**src/rtl/mem_arb_pkg.sv**
```systemverilog
// Shared definitions for the memory port arbiter.
//   arb_state_e : arbiter FSM state (IDLE=0, GRANT_I=1, GRANT_D=2; 3 is illegal)
//   owner_e     : identity of the requester that last held the port
package mem_arb_pkg;

    typedef enum logic [1:0] {
        IDLE    = 2'd0,
        GRANT_I = 2'd1,
        GRANT_D = 2'd2
    } arb_state_e;

    typedef enum logic {
        OWNER_IC = 1'b0,
        OWNER_D  = 1'b1
    } owner_e;

endpackage

```
**src/rtl/mem_port_arbiter.sv**
```systemverilog
// Shares one external memory port between the icache refill port and the
// data-side load/store port. A grant is held for a whole transaction: a full
// LINE_WORDS burst for the icache, a single word for the data port. Ties are
// broken round-robin against the last granted requester.
//
// Ports:
//   clk, rst                      clock, asynchronous active-high reset
//   ic_req/ic_addr                icache refill request (held for the burst) and word address
//   ic_data/ic_valid              refill beat data and strobe
//   d_req/d_we/d_addr/d_wdata     data request (held until d_valid), write flag, address, write data
//   d_rdata/d_valid               read data (0 on writes) and completion strobe
//   mem_req/mem_we/mem_addr/mem_wdata  memory request side
//   mem_data/mem_valid            memory response; mem_valid only meaningful while mem_req is high
module mem_port_arbiter
    import mem_arb_pkg::*;
#(
    parameter int unsigned ADDR_WIDTH = 32,
    parameter int unsigned DATA_WIDTH = 32,
    parameter int unsigned LINE_WORDS = 4
) (
    input  logic                  clk,
    input  logic                  rst,
    input  logic                  ic_req,
    input  logic [ADDR_WIDTH-1:0] ic_addr,
    output logic [DATA_WIDTH-1:0] ic_data,
    output logic                  ic_valid,
    input  logic                  d_req,
    input  logic                  d_we,
    input  logic [ADDR_WIDTH-1:0] d_addr,
    input  logic [DATA_WIDTH-1:0] d_wdata,
    output logic [DATA_WIDTH-1:0] d_rdata,
    output logic                  d_valid,
    output logic                  mem_req,
    output logic                  mem_we,
    output logic [ADDR_WIDTH-1:0] mem_addr,
    output logic [DATA_WIDTH-1:0] mem_wdata,
    input  logic [DATA_WIDTH-1:0] mem_data,
    input  logic                  mem_valid
);

    localparam int unsigned          BEAT_W    = $clog2(LINE_WORDS);
    localparam logic [BEAT_W-1:0]    LAST_BEAT = BEAT_W'(LINE_WORDS - 1);

    arb_state_e        state_q, state_d;
    logic [BEAT_W-1:0] beat_q, beat_d;
    owner_e            last_q, last_d;

    always_ff @(posedge clk or posedge rst) begin
        if (rst) begin
            state_q <= IDLE;
            beat_q  <= '0;
            last_q  <= OWNER_D;   // icache wins the first tie after reset
        end else begin
            state_q <= state_d;
            beat_q  <= beat_d;
            last_q  <= last_d;
        end
    end

    always_comb begin
        state_d = state_q;
        beat_d  = beat_q;
        last_d  = last_q;
        case (state_q)
            IDLE: begin
                // icache wins if alone, or on a tie when the data port went last
                if (ic_req && (!d_req || last_q == OWNER_D)) begin
                    state_d = GRANT_I;
                    last_d  = OWNER_IC;
                    beat_d  = '0;
                end else if (d_req) begin
                    state_d = GRANT_D;
                    last_d  = OWNER_D;
                    beat_d  = '0;
                end
            end
            GRANT_I: begin
                if (!ic_req) begin
                    // invalidate abort: a coincident mem_valid is discarded
                    state_d = IDLE;
                    beat_d  = '0;
                end else if (mem_valid) begin
                    if (beat_q == LAST_BEAT) begin
                        state_d = IDLE;
                        beat_d  = '0;
                    end else begin
                        beat_d = beat_q + 1'b1;
                    end
                end
            end
            GRANT_D: begin
                if (!d_req || mem_valid) begin
                    state_d = IDLE;
                    beat_d  = '0;
                end
            end
            default: begin
                state_d = IDLE;
                beat_d  = '0;
            end
        endcase
    end

    always_comb begin
        mem_req   = 1'b0;
        mem_we    = 1'b0;
        mem_addr  = '0;
        mem_wdata = '0;
        ic_valid  = 1'b0;
        ic_data   = '0;
        d_valid   = 1'b0;
        d_rdata   = '0;
        case (state_q)
            GRANT_I: begin
                mem_req  = ic_req;
                mem_addr = ic_addr;
                // gating with the request keeps an aborted beat from leaking out
                ic_valid = ic_req & mem_valid;
                ic_data  = ic_req ? mem_data : '0;
            end
            GRANT_D: begin
                mem_req   = d_req;
                mem_we    = d_we;
                mem_addr  = d_addr;
                mem_wdata = d_wdata;
                d_valid   = d_req & mem_valid;
                d_rdata   = (d_req && !d_we) ? mem_data : '0;
            end
            default: ;
        endcase
    end

endmodule

```
**config.mk**
```make
export PLATFORM = sky130hd
export DESIGN_NAME = mem_port_arbiter
export DESIGN_NICKNAME = d
export VERILOG_FILES = /design/src/rtl/mem_arb_pkg.sv /design/src/rtl/mem_port_arbiter.sv
export SDC_FILE = /design/constraint.sdc
export NUM_CORES = 1
export LEC_CHECK = 0
export BUFFER_PORTS_ARGS = -buffer_cell sky130_fd_sc_hd__buf_4
export CORE_AREA = 2 2 102 104
export DETAILED_ROUTE_END_ITERATION = 12
export DIE_AREA = 0 0 104 106
export GPL_ROUTABILITY_DRIVEN = 1
export PLACE_DENSITY = 0.51
export SKIP_CTS_REPAIR_TIMING = 1
export SYNTH_ARGS = -nofsm -noshare
export SYNTH_HDL_FRONTEND = slang
export SYNTH_SLANG_ARGS = --single-unit
```
**constraint.sdc**
```tcl
create_clock -name clk -period 4.6 [get_ports clk]
set_input_delay 0.46 -clock clk [delete_from_list [all_inputs] [get_ports clk]]
set_output_delay 0.46 -clock clk [all_outputs]
set_load 0.01 [all_outputs]
```
== Word-level counts from Yosys, hierarchy flattened ==
Cells that the tools add are included.
Word-level totals
  flip-flop bits (word level): 5
  bits in latches: 0
  memory bits (writable): 0
  memory bits (read-only): 0
  input port bits: 134
  output and inout port bits: 132
  word-level logic and storage cells: 49
  memories kept: 0
Operators by class
  add/subtract/negate cells: 1
  multipliers: 0
  div/mod/pow operators: 0
  $lt $le $gt $ge: 0
  equality and inequality tests: 7
  shift-type cells: 0
  multiplexer cells: 25
  bitwise logic cells: 2
  reductions and logical operators: 11
Operator list (count)
  $mux W32: 5
  $pmux W32 S2: 1
  $mux W2: 11
  $pmux W2 S3: 2
  $ne A3 B3 Y1 const B: 3
  $mux W1: 5
  $eq A2 B2 Y1 const B: 2
  $reduce_and A4 Y1: 1
  $reduce_and A3 Y1: 1
  $add A2 B1 Y2 const B: 1
  $and A1 B1 Y1: 2
  $eq A2 B1 Y1 const B: 1
  $logic_and A1 B1 Y1: 2
  $logic_not A1 Y1: 2
  $logic_not A2 Y1: 1
  $logic_or A1 B1 Y1: 2
  $ne A2 B2 Y1 const B: 1
  $pmux W1 S2: 1
  $reduce_and A2 Y1: 1
  $reduce_bool A2 Y1: 1

== Depth between registers and ports, before layout ==
  word-level depth: 5
  mapped depth: 7
  mapped depth without buffers: 5

== Worst setup path before layout ==
Ideal clock, no wire load.
  kind: flip-flop to output port
  from: register state_q[0]
  to: output port d_rdata[10]
  arrival: 1387 ps
  required time: 4140 ps
  path slack: 2753 ps
  stages on the path, launching flop included: 8
  path buffers: 2
  cell sequence: dfrtp_1 > inv_1 > ha_1 > buf_2 > nand2_1 > nor2_1 > clkbuf_1 > and2_1
Between the ends
  longest elaborated chain between the ends: 2
Ends and longest elaborated chain
  from (decl): line mem_port_arbiter.sv:44  | arb_state_e state_q, state_d;
  from (signal assigned): line mem_port_arbiter.sv:54  | state_q <= state_d;
  $eq A2 B2 Y1: line mem_port_arbiter.sv:113  | case (state_q)
  $mux W32: line mem_port_arbiter.sv:113
  to (decl): line mem_port_arbiter.sv:31  | output logic [DATA_WIDTH-1:0] d_rdata,
No other way between the ends.

== Worst setup path in the final report ==
Ends and elaborated chain as after synthesis.

==> impl_metrics.json <==
{
  "status": "completed",
  "grt_remaining_overflow": 0,
  "drt_wl_total_um": 8884,
  "seqCellArea_um2": 126.4,
  "netlist_area_um2": 1523,
  "place_area_um2": 3602,
  "comb_power_share_pct": 87.7,
  "finalHoldViolCount": 0,
  "finalSetupTns_ns": 0,
  "synthDistinctLibCells": 28,
  "layout.nets": 608,
  "finalCriticalPeriod_ns": 2.835,
  "io_pins": 266,
  "finClkSkew_ns": 0.0007438,
  "gr-usage-all-layers_pct": 14.41,
  "synth_area_leader_cell": "and2_1",
  "start_util_pct": 15.23,
  "wl_per_cell_um": 14.73,
  "rows": 37,
  "dr.pass1.iters": 4,
  "rsz0062_at_grt": "false",
  "fp.dieW_um": 104,
  "end_kind": "output port",
  "placedCellCount": 599,
  "fillers": 1096,
  "syn_inst": 220,
  "cts_buffers": 3,
  "p_leak_nw": 2.044,
  "grt_pass1_wl_um": 13140,
  "antenna_found_initial": 0,
  "clk_pin_slew_worst_paths_ns": 0.03,
  "start_kind": "register",
  "multiInputGateArea_um2": 1290,
  "antennaDiodeCount": 0,
  "cts_sinks": 5,
  "powerDensity_nw_per_um2": 340.9,
  "syn_avg_cell_area_um2": 6.921,
  "fin_crit_sh_pct": 61.63,
  "internal_power_mw": 0.6855,
  "critPathRequiredTime_ns": 4.14,
  "synth-seq-cells": 5,
  "first_global_vias": 2425,
  "cts.path.max_buffers": 2,
  "p_clk_share_pct": 6.3,
  "syn-num-nets": 360,
  "final_antenna_net_count": 0,
  "fin_cells": 603,
  "hold_slack_ns": 0.1531,
  "p_sw_mw": 0.5578,
  "crit_arrival_ns": 2.38,
  "synth_most_common_cell": "and2_1",
  "synth_edf_count": 0,
  "grt_max_degree": 41,
  "place.gp.congestion": 0.7934,
  "drive_above_1_share_pct": 59.31,
  "cts-root-buf": "clkbuf_8",
  "ys.warnings.count": 0,
  "cts_tree": "yes",
  "vias_per_cell": 4.158,
  "synth_ff_type": "dfrtp_1",
  "synthTopCellsByArea": "and2_1, a22oi_1, and3_1, nor2b_1, dfrtp_1",
  "final-setup-viol-count": 0,
  "yosysSeqAreaShare_pct": 8.299,
  "h-tree-depth": 1,
  "synthTopCellsByCount": "and2_1, and3_1, a22oi_1, nor2b_1, clkbuf_1",
  "pwr-share-seq_pct": 6.0,
  "hpwl_um": 7198,
  "clk-insertion-delay-late_ns": 0.22,
  "min_path_type": "input port to async pin",
  "async_reset_ff_share_pct": 100.0,
  "synth_top_area_share_pct": 26.71,
  "ir_drop_uv": 231.4,
  "slew_viol_final": 0,
  "via_count": 2507,
  "timing_worst_setup_path_type": "register to output port",
  "swShare_pct": 44.86,
  "cap_viol_max_count": 0,
  "area_growth_pct": 139.5,
  "tightest_slew_ns": 1.243,
  "io_buffers": 265,
  "core_area_um2": 10000,
  "clock.fmax_ghz": 0.3527,
  "die_area_um2": 11020,
  "drc_errors": 0,
  "fin_area_um2": 3647,
  "die_h_um": 106,
  "relSlewSlack_pct": 17.15,
  "drt-initial-drc-count": 111,
  "path_max_fanout": 32
}
[layout by cell type, fill, tap and decap left out, drive strengths merged]
cell and instances:
ha 6, o221ai 1, or3b 1, a31oi 1, dfrtp 4, mux2 2
a22o 1, inv 3, and2 65, nor3 1, a21boi 2, nand3 1
nand2 3, nor2b 32, nor2 1, o21ai 1, mux2i 1, buf 267
a21oi 1, clkbuf 4, dfstp 1, or2b 1, a22oi 33, and3 34
[path summary, 6_finish.rpt]
kind | depth (start not counted) | endpoint | startpoint | slack, ns
worst max-delay path | 8 | d_rdata[10] | state_q[0] | 1.76
worst min-delay path | 2 | state_q[1] | rst | 0.15
worst max register to register | 5 | state_q[1] | state_q[1] | 2.20
worst min register to register | 1 | beat_q[1] | beat_q[1] | 0.52
max in group asynchronous | 2 | last_q | rst | 4.20
min in group clk | 1 | beat_q[1] | beat_q[1] | 0.52
[power groups by stage]
stage	sequential [mW]	clock, mW	combinational [mW]
after floorplan	0.0714	0	0.594
after global placement	0.0729	0	1.10
after detailed placement	0.0746	0	1.11
after CTS	0.0741	0.0816	1.11
after global routing	0.0763	0.0836	1.19
final	0.0740	0.0788	1.09
[layout make-up]
class / count / area share [%]
Clock buffer: 4 / 1.235
Inverter: 3 / 0.3087
Tap cell: 136 / 4.666
Sequential cell: 5 / 3.465
Timing Repair Buffer: 267 / 54.96
Multi-Input combinational cell: 188 / 35.37
[registers in the layout, indices dropped and copies added, names as in the netlist]
| register | cells |
|---|---|
| beat_q | 2 |
| state_q | 2 |
| last_q | 1 |
[routing by layer]
layer / wire length [um] / up-vias / track usage [%] / part of all wire, %
met3: 742 / 4 / 4.537 / 8.4
met2: 4651 / 126 / 27.54 / 52
met5: 0 / - / 0 / 0
met1: 3448 / 1129 / 16.02 / 39
met4: 42 / 0 / 1.737 / 0.47
li1: - / 1248 / - / -
[through the flow]
stage               utilization, %  total power, mW  setup WS (ns)
floorplan                        -           0.6651          2.753
global placement             36.02            1.169          2.065
detailed placement           36.02            1.180          1.996
CTS                          36.47            1.263          1.761
global route                 36.47            1.346          1.501
finish                       36.47            1.243          1.765
[logic make-up after synthesis]
logic type	share of synthesized area (%)
DFF	8.300
adders and majority gates	4.930
AOI/OAI and AO/OA	20.71
and+or+nand+nor	56.70
buffers and inverters	6.984
muxes	2.383
[critical path, cell delays in order (launching register included)]
cell	delay [ns]
dfrtp_1	0.39
inv_1	0.13
ha_1	0.46
buf_4	0.35
nand2_1	0.12
nor2_1	0.10
buf_4	0.27
and2_1	0.19
buf_4	0.12
Note: power is estimated with default switching activity, not from simulation.
